File: config.mk
export PLATFORM = sky130hd
export DESIGN_NAME = mod_addsub_pipe_flat
export DESIGN_NICKNAME = d
export VERILOG_FILES = /design/src/rtl/mod_addsub_pipe_if.sv /design/src/rtl/mod_addsub_pipe.sv /design/src/flat_wrapper.sv
export SDC_FILE = /design/constraint.sdc
export NUM_CORES = 1
export LEC_CHECK = 0
export ABC_CLOCK_PERIOD_IN_PS = 4900
export CORE_UTILIZATION = 35
export CTS_BUF_LIST = sky130_fd_sc_hd__clkbuf_16
export CTS_CLUSTER_DIAMETER = 200
export DETAILED_ROUTE_END_ITERATION = 16
export GPL_ROUTABILITY_DRIVEN = 0
export GPL_TIMING_DRIVEN = 0
export MAX_ROUTING_LAYER = met4
export SETUP_SLACK_MARGIN = 0.05
export SLEW_MARGIN = 20
export SYNTH_ARGS = -nofsm -noshare
export SYNTH_HDL_FRONTEND = slang
export SYNTH_SLANG_ARGS = --single-unit
File: constraint.sdc
create_clock -name clk -period 4.9 [get_ports clk]
set_input_delay 0.98 -clock clk [delete_from_list [all_inputs] [get_ports clk]]
set_output_delay 0.98 -clock clk [all_outputs]
set_load 0.02 [all_outputs]
File: src/rtl/mod_addsub_pipe_if.sv
// mod_addsub_pipe_if: operand/result bundle for mod_addsub_pipe.
//
// Handshake: a beat moves from producer to consumer on a rising clock edge
// where valid && ready are both high. A producer holds its payload and valid
// steady until that edge. Ready may depend on the consumer's state but never
// on the valid it is paired with.
//
// Signals:
//   in_valid/in_ready  operand beat handshake (x, y, s are its payload)
//   s                  0 = add, 1 = subtract
//   x, y               operand residues, WIDTH bits
//   out_valid/out_ready result beat handshake (z, err are its payload)
//   z                  result residue, WIDTH bits
//   err                operand out of range (range-check builds only)
// Modports: master = operand source / result consumer, slave = the pipeline.
interface mod_addsub_pipe_if #(
  parameter int unsigned WIDTH = 4
);
  logic             in_valid;
  logic             in_ready;
  logic             s;
  logic [WIDTH-1:0] x;
  logic [WIDTH-1:0] y;
  logic             out_valid;
  logic             out_ready;
  logic [WIDTH-1:0] z;
  logic             err;

  modport master (
    output in_valid, s, x, y, out_ready,
    input  in_ready, out_valid, z, err
  );

  modport slave (
    input  in_valid, s, x, y, out_ready,
    output in_ready, out_valid, z, err
  );
endinterface

File: src/rtl/mod_addsub_pipe.sv
// mod_addsub_pipe: three-stage pipelined modular adder/subtractor,
// z = (x +/- y) mod MODULUS on WIDTH-bit residues, one beat per cycle.
//
// Ports:
//   clk    rising-edge clock
//   rst_n  asynchronous active-low reset (released synchronously upstream)
//   bus    mod_addsub_pipe_if.slave: in_valid/in_ready/s/x/y in,
//          out_valid/out_ready/z/err out
//
// Stages: S1 registers operands and the range flag, S2 registers the two
// candidate sums t0/t1 (WIDTH+2 bits, two's complement), S3 picks the
// in-range candidate. Each stage has its own valid bit and loads whenever its
// successor is empty or draining this cycle, so bubbles are kept in order.
//
// Build option: define MOD_ADDSUB_RANGE_CHECK_EN to flag operands >= MODULUS;
// a flagged beat emerges with err = 1 and z = 0. Without it err is constant 0.
module mod_addsub_pipe #(
  parameter int unsigned     WIDTH   = 4,
  parameter longint unsigned MODULUS = 13
) (
  input logic              clk,
  input logic              rst_n,
  mod_addsub_pipe_if.slave bus
);

  if (WIDTH < 2 || WIDTH > 32 || MODULUS < 2 ||
      MODULUS > (64'd1 << WIDTH)) begin : g_bad_param
    $error("mod_addsub_pipe: WIDTH or MODULUS out of range");
  end

  localparam logic [WIDTH+1:0] M_EXT = MODULUS[WIDTH+1:0];

  // S1 state
  logic             v1_q, v1_d;
  logic [WIDTH-1:0] x1_q, x1_d;
  logic [WIDTH-1:0] y1_q, y1_d;
  logic             s1_q, s1_d;
  logic             e1_q, e1_d;
  // S2 state
  logic             v2_q, v2_d;
  logic [WIDTH+1:0] t0_q, t0_d;
  logic [WIDTH+1:0] t1_q, t1_d;
  logic             s2_q, s2_d;
  logic             e2_q, e2_d;
  // S3 state
  logic             v3_q, v3_d;
  logic [WIDTH-1:0] z_q, z_d;
  logic             err_q, err_d;

  logic             ld1, ld2, ld3;
  logic             range_flag;
  logic [WIDTH+1:0] x_ext, y_ext, sel;
  logic             sel_unused;

`ifdef MOD_ADDSUB_RANGE_CHECK_EN
  localparam logic [WIDTH:0] M_CMP = MODULUS[WIDTH:0];
  assign range_flag = ({1'b0, bus.x} >= M_CMP) || ({1'b0, bus.y} >= M_CMP);
`else
  assign range_flag = 1'b0;
`endif

  // Load enables ripple back from the output; in_ready never looks at in_valid.
  assign ld3 = !v3_q || bus.out_ready;
  assign ld2 = !v2_q || ld3;
  assign ld1 = !v1_q || ld2;

  assign x_ext = {2'b00, x1_q};
  assign y_ext = {2'b00, y1_q};

  // Add: t1 is the reduced sum when non-negative. Subtract: t0 is the
  // difference when non-negative, otherwise t1 adds M back.
  assign sel = s2_q ? (t0_q[WIDTH+1] ? t1_q : t0_q)
                    : (t1_q[WIDTH+1] ? t0_q : t1_q);
  // Bit WIDTH of the selected candidate is always zero for in-range operands.
  assign sel_unused = ^sel[WIDTH+1:WIDTH];

  always_comb begin
    v1_d  = v1_q;
    x1_d  = x1_q;
    y1_d  = y1_q;
    s1_d  = s1_q;
    e1_d  = e1_q;
    v2_d  = v2_q;
    t0_d  = t0_q;
    t1_d  = t1_q;
    s2_d  = s2_q;
    e2_d  = e2_q;
    v3_d  = v3_q;
    z_d   = z_q;
    err_d = err_q;

    if (ld1) begin
      v1_d = bus.in_valid;
      if (bus.in_valid) begin
        x1_d = bus.x;
        y1_d = bus.y;
        s1_d = bus.s;
        e1_d = range_flag;
      end
    end

    if (ld2) begin
      v2_d = v1_q;
      if (v1_q) begin
        s2_d = s1_q;
        e2_d = e1_q;
        if (s1_q) begin
          t0_d = x_ext - y_ext;
          t1_d = t0_d + M_EXT;
        end else begin
          t0_d = x_ext + y_ext;
          t1_d = t0_d - M_EXT;
        end
      end
    end

    // When S3 empties without a replacement, z/err keep their last value.
    if (ld3) begin
      v3_d = v2_q;
      if (v2_q) begin
        err_d = e2_q;
        z_d   = e2_q ? '0 : sel[WIDTH-1:0];
      end
    end
  end

  always_ff @(posedge clk or negedge rst_n) begin
    if (!rst_n) begin
      v1_q  <= 1'b0;
      x1_q  <= '0;
      y1_q  <= '0;
      s1_q  <= 1'b0;
      e1_q  <= 1'b0;
      v2_q  <= 1'b0;
      t0_q  <= '0;
      t1_q  <= '0;
      s2_q  <= 1'b0;
      e2_q  <= 1'b0;
      v3_q  <= 1'b0;
      z_q   <= '0;
      err_q <= 1'b0;
    end else begin
      v1_q  <= v1_d;
      x1_q  <= x1_d;
      y1_q  <= y1_d;
      s1_q  <= s1_d;
      e1_q  <= e1_d;
      v2_q  <= v2_d;
      t0_q  <= t0_d;
      t1_q  <= t1_d;
      s2_q  <= s2_d;
      e2_q  <= e2_d;
      v3_q  <= v3_d;
      z_q   <= z_d;
      err_q <= err_d;
    end
  end

  assign bus.in_ready  = ld1;
  assign bus.out_valid = v3_q;
  assign bus.z         = z_q;
  assign bus.err       = err_q;

endmodule

File: src/flat_wrapper.sv
// flat-port wrapper written by rule: the top's interface ports become plain ports
module mod_addsub_pipe_flat 
#(
  parameter int unsigned     WIDTH   = 4,
  parameter longint unsigned MODULUS = 13
)
  (clk, rst_n, bus_in_valid, bus_s, bus_x, bus_y, bus_out_ready, bus_in_ready, bus_out_valid, bus_z, bus_err);
  mod_addsub_pipe_if #(.WIDTH(WIDTH)) bus_i ();
  input logic clk;
  input logic rst_n;
  input wire logic [$bits(bus_i.in_valid)-1:0] bus_in_valid;
  input wire logic [$bits(bus_i.s)-1:0] bus_s;
  input wire logic [$bits(bus_i.x)-1:0] bus_x;
  input wire logic [$bits(bus_i.y)-1:0] bus_y;
  input wire logic [$bits(bus_i.out_ready)-1:0] bus_out_ready;
  output wire logic [$bits(bus_i.in_ready)-1:0] bus_in_ready;
  output wire logic [$bits(bus_i.out_valid)-1:0] bus_out_valid;
  output wire logic [$bits(bus_i.z)-1:0] bus_z;
  output wire logic [$bits(bus_i.err)-1:0] bus_err;
  assign bus_i.in_valid = bus_in_valid;
  assign bus_i.s = bus_s;
  assign bus_i.x = bus_x;
  assign bus_i.y = bus_y;
  assign bus_i.out_ready = bus_out_ready;
  assign bus_in_ready = bus_i.in_ready;
  assign bus_out_valid = bus_i.out_valid;
  assign bus_z = bus_i.z;
  assign bus_err = bus_i.err;
  mod_addsub_pipe #(.WIDTH(WIDTH), .MODULUS(MODULUS)) u_core (.clk(clk), .rst_n(rst_n), .bus(bus_i));
endmodule
==> impl_metrics.csv, run 1 <==
group,metric,value,unit
clock_tree,cts_tree,"done",
clock_tree,postCtsSetupRepairBufs,0,
die,num_io_pins,20,
sta,timing.hold.ws,492,ps
worst_setup_path,startpoint,"bus_out_ready",
route,dr_wl_met3,90,µm
sta,setup_violations,0,
worst_hold_path,worst_hold_path.num_cells,2,
sta,rsz0062_at_grt,"false",
sta,totalNegativeSetupSlack,0,ps
worst_setup_path,end_kind,"output pin",
flow_run,cap_violations,0,
route,vias_per_cell,4.81,
yosys,yosysUniqueCellTypes,34,
final_layout,instances_no_fill,226,
pwr,power_density,476,mW/mm²
die,rows,23,
worst_setup_path,endpoint,"bus_in_ready",
yosys,synth_mux_area_share,9.31,%
final_layout,diodes,0,
worst_setup_path,startpoint_type,"input port",
global_route,grt_pass1_wl,4600,µm
die,die_area,0.00465,mm²
yosys,syn_area_per_cell,9.95,µm²
sta,finalCritPeriodShare,66.1,%
worst_setup_path,crit_type,"input port to output pin",
route,wl_met2,1370,µm
worst_setup_path,critPathTopFamily,"buffers and inverters",
yosys,synth-xor-area-share,4.57,%
clock_tree,clock_sinks,27,
global_route,grt_overflow,0,
placed_design,dp_hpwl,2120,µm
yosys,synth_warnings,0,
final_layout,nets,202,
clock_tree,cts-root-buf,"clkbuf_16",
worst_setup_path,cpPeakStageDelay,630,ps
route,drtPass1Iterations,4,
route,wire_per_inst,11.9,µm
worst_setup_path,crit_cells,3,
sta,tightest_slew,619,ps
route,vias,1086,
sta,fin_worst_skew,3.60,ps
yosys,synthSimpleGateAreaFrac,16.8,%
die,die_h,68.2,µm
clock_tree,cts_buffers,3,
worst_hold_path,hold_path_class,"flip-flop to flip-flop",
sta,min_period,3240,ps
die,fp.dieW,68.2,µm
placed_design,dp.cells,222,
clock_tree,cts_hold_repair.buffers,0,
worst_setup_path,rr_worst_depth,9,
worst_setup_path,reg2reg_from,"u_core.x1_q[0]",
sta,slew_viol_final,0,
worst_setup_path,critPathBufInv,2,
pwr,leakagePower,0.000820,µW
worst_setup_path,arrival,2260,ps
worst_setup_path,r2r_end,"u_core.t1_q[5]",
final_layout,syn2layout_area_growth,20.9,%
yosys,syn_nets,179,
worst_setup_path,worstPathCellList,"clkdlybuf4s50_1 > nand4b_1 > clkdlybuf4s50_1",
final_layout,utilization,45.0,%
global_route,first_global_vias,1060,
clock_tree,clk_path_buf_depth,2,
yosys,ys.flop_type,"dfrtp_1",
yosys,synth_area,0.00153,mm²
worst_setup_path,ff2ff_setup_slack,2840,ps
route,maxUsedRoutingLayer,"met4",
sta,fmax,0.309,GHz
clock_tree,clk_latency,260,ps
yosys,synth-seq-cells,27,
die,core,0.00412,mm²
global_route,grt_start_max_net_pins,28,
yosys,syn_inst,154,
route,postRouteAntennaNets,0,
worst_setup_path,path_common_cell,"clkdlybuf4s50_1",
worst_setup_path,required,3920,ps
route,drt_wl_total,2700,µm
route,wl_met1,1230,µm
route,drc,0,
clock_tree,ctsResizeCount,0,
clock_tree,clkSlewWorstSetupHoldPaths,70,ps
sta,relSlewSlack,58.7,%
yosys,synth_top_family_by_area,"simple AND/OR/NAND/NOR gates",
placed_design,portBuffers,18,
yosys,synthAdderAreaFrac,10.8,%
yosys,synth_compound_area_share,9.47,%
yosys,ys_seq_area_share,44.1,%
global_route,antenna_found_initial,0,
yosys,synth_edf_count,0,
outcome,outcome,"complete, no violations",
final_layout,nFillCells,397,
global_route,gr-usage-all-layers,13.8,%
final_layout,drive_gt1_share,12.5,%
sta,hold_viol,0,
worst_setup_path,slowest_stage,"clkdlybuf4s50_1",
pwr,ir_drop,0.000176,V
worst_setup_path,crit_fanout,3,
yosys,synthArstFlopShare,100,%
route,drt_iter0_drc,61,
die,start_util,37.2,%
clock_tree,htree_levels,1,
## cell type report
class                      instances  area [µm²]  area share (%)
buffer                             7        38.8            2.09
inverter                           9        33.8            1.82
clock inverter                     1        7.51           0.405
multi-input combinational        111         785            42.3
sequential                        27         676            36.5
clock buffer                       3        75.1            4.05
timing repair buffer              18         175            9.45
tap                               50        62.6            3.38
## worst min path at each step
stage / slack, ps / start / endpoint
5_1_grt: 520 / u_core.t0_q[1] / u_core.t0_q[1]
3_5_place_dp: 470 / u_core.t0_q[1] / u_core.t0_q[1]
2_1_floorplan: 450 / u_core.t0_q[1] / u_core.t0_q[1]
3_3_place_gp: 470 / u_core.t1_q[0] / u_core.t1_q[0]
4_1_cts: 490 / u_core.t0_q[1] / u_core.t0_q[1]
6_report: 490 / u_core.t0_q[1] / u_core.t0_q[1]
## worst reg2reg max path, cell delays in order, from the launching register on
cell and delay [ps]:
dfrtp_1 390, inv_1 60, ha_1 150, inv_1 60, fa_1 460, a21o_2 240, a21oi_1 140, nand3_1 130
nor4_1 200, a221o_1 150
## layout by cell type (no fill, tap or decap), types with 2 or more instances in the layout
| cell type | instances |
|---|---|
| dfrtp_1 | 27 |
| nand2_1 | 20 |
| clkdlybuf4s50_1 | 17 |
| nor2_1 | 14 |
| mux2_2 | 10 |
| ha_1 | 10 |
| inv_1 | 9 |
| o21ai_0 | 7 |
| a21oi_1 | 7 |
| xor2_1 | 5 |
| nand2b_1 | 5 |
| a31oi_1 | 5 |
| clkbuf_1 | 4 |
| mux2i_1 | 3 |
| xnor2_1 | 3 |
| clkbuf_16 | 3 |
| nand3b_1 | 2 |
| and2_1 | 2 |
| buf_2 | 2 |
| nor2b_1 | 2 |
| nand3_1 | 2 |
| fa_1 | 2 |
## synthesized netlist by cell type, types with 2 or more instances
master    count  area share, %
inv_1         9            2.2
nand2_1      20            4.9
mux2i_1       3            2.0
ha_1         10            8.2
a31oi_1       5            2.0
a21oi_1       7            2.3
mux2_2       10            7.3
xor2_1        5            2.9
nor2b_1       2           0.82
and2_1        2           0.82
nand2b_1      5            2.0
dfrtp_1      27             44
nor2_1       14            3.4
xnor2_1       3            1.7
clkbuf_1      4           0.98
o21ai_0       7            2.3
fa_1          2            2.6
nand3_1       2           0.65
nand3b_1      2           0.98
## cells by family (layout without fill, tap and decap cells)
group	Yosys count	count (layout)
simple gates	53	53
flops	27	27
compound gates	24	24
buf+inv	16	38
mux	13	13
fa+ha+maj	12	12
xor+xnor	8	8
other cells	1	1
## where the power goes
group	internal, µW	switching [µW]
Clock	111	76.6
Combinational	174	191
Sequential	289	40.3
Total	574	308
## stage by stage
step / instance area [µm²] / power (µW) / setup slack (ps)
finish: 1850 / 883 / 1660
global route: 1850 / 953 / 1620
CTS: 1850 / 897 / 1660
detailed placement: 1770 / 704 / 1660
global placement: 1780 / 688 / 1680
floorplan: 1530 / 594 / 2610
## metal layers
layer | global-route usage (%) | vias up
met5 | - | -
met2 | 23.2 | 18
li1 | - | 555
met1 | 16.0 | 511
met4 | 3.65 | 0
met3 | 4.00 | 2
## sequential cells by signal (all words and copies together) (netlist names)
signal and flops:
u_core.t0_q 5, u_core.t1_q 5, u_core.bus.z 4, u_core.x1_q 4, u_core.y1_q 4, u_core.bus.out_valid 1
u_core.s1_q 1, u_core.s2_q 1, u_core.v1_q 1, u_core.v2_q 1
Note: power is estimated with default switching activity, not from simulation.
==> run 2, diff against run 1 <==
- ABC_CLOCK_PERIOD_IN_PS: 4900 -> 3400
- clock period: 4.9 -> 3.4 ns (I/O delays scaled with it)
==> results of run 2 <==
The final DEF is identical to that of run 1. Status: complete, no violations.
Among the figures that moved: setup slack after placement 1660 ps -> 764 ps; setup slack after layout 1660 ps -> 763 ps; hold slack 492 ps -> 425 ps; register-to-register setup slack 2840 ps -> 1340 ps; total power 883 µW -> 1270 µW; worst IR drop on VDD 0.000176 V -> 0.000254 V
==> run 3, diff against run 2 <==
- ABC_CLOCK_PERIOD_IN_PS: 3400 -> 2600
- clock period: 3.4 -> 2.6 ns (I/O delays scaled with it)
==> results of run 3 <==
The final DEF is identical to that of run 1. Status: complete, no violations.
Among the figures that moved: setup slack after placement 1660 ps -> 284 ps; setup slack after layout 1660 ps -> 283 ps; hold slack 492 ps -> 265 ps; register-to-register setup slack 2840 ps -> 540 ps; total power 883 µW -> 1660 µW; worst IR drop on VDD 0.000176 V -> 0.000332 V
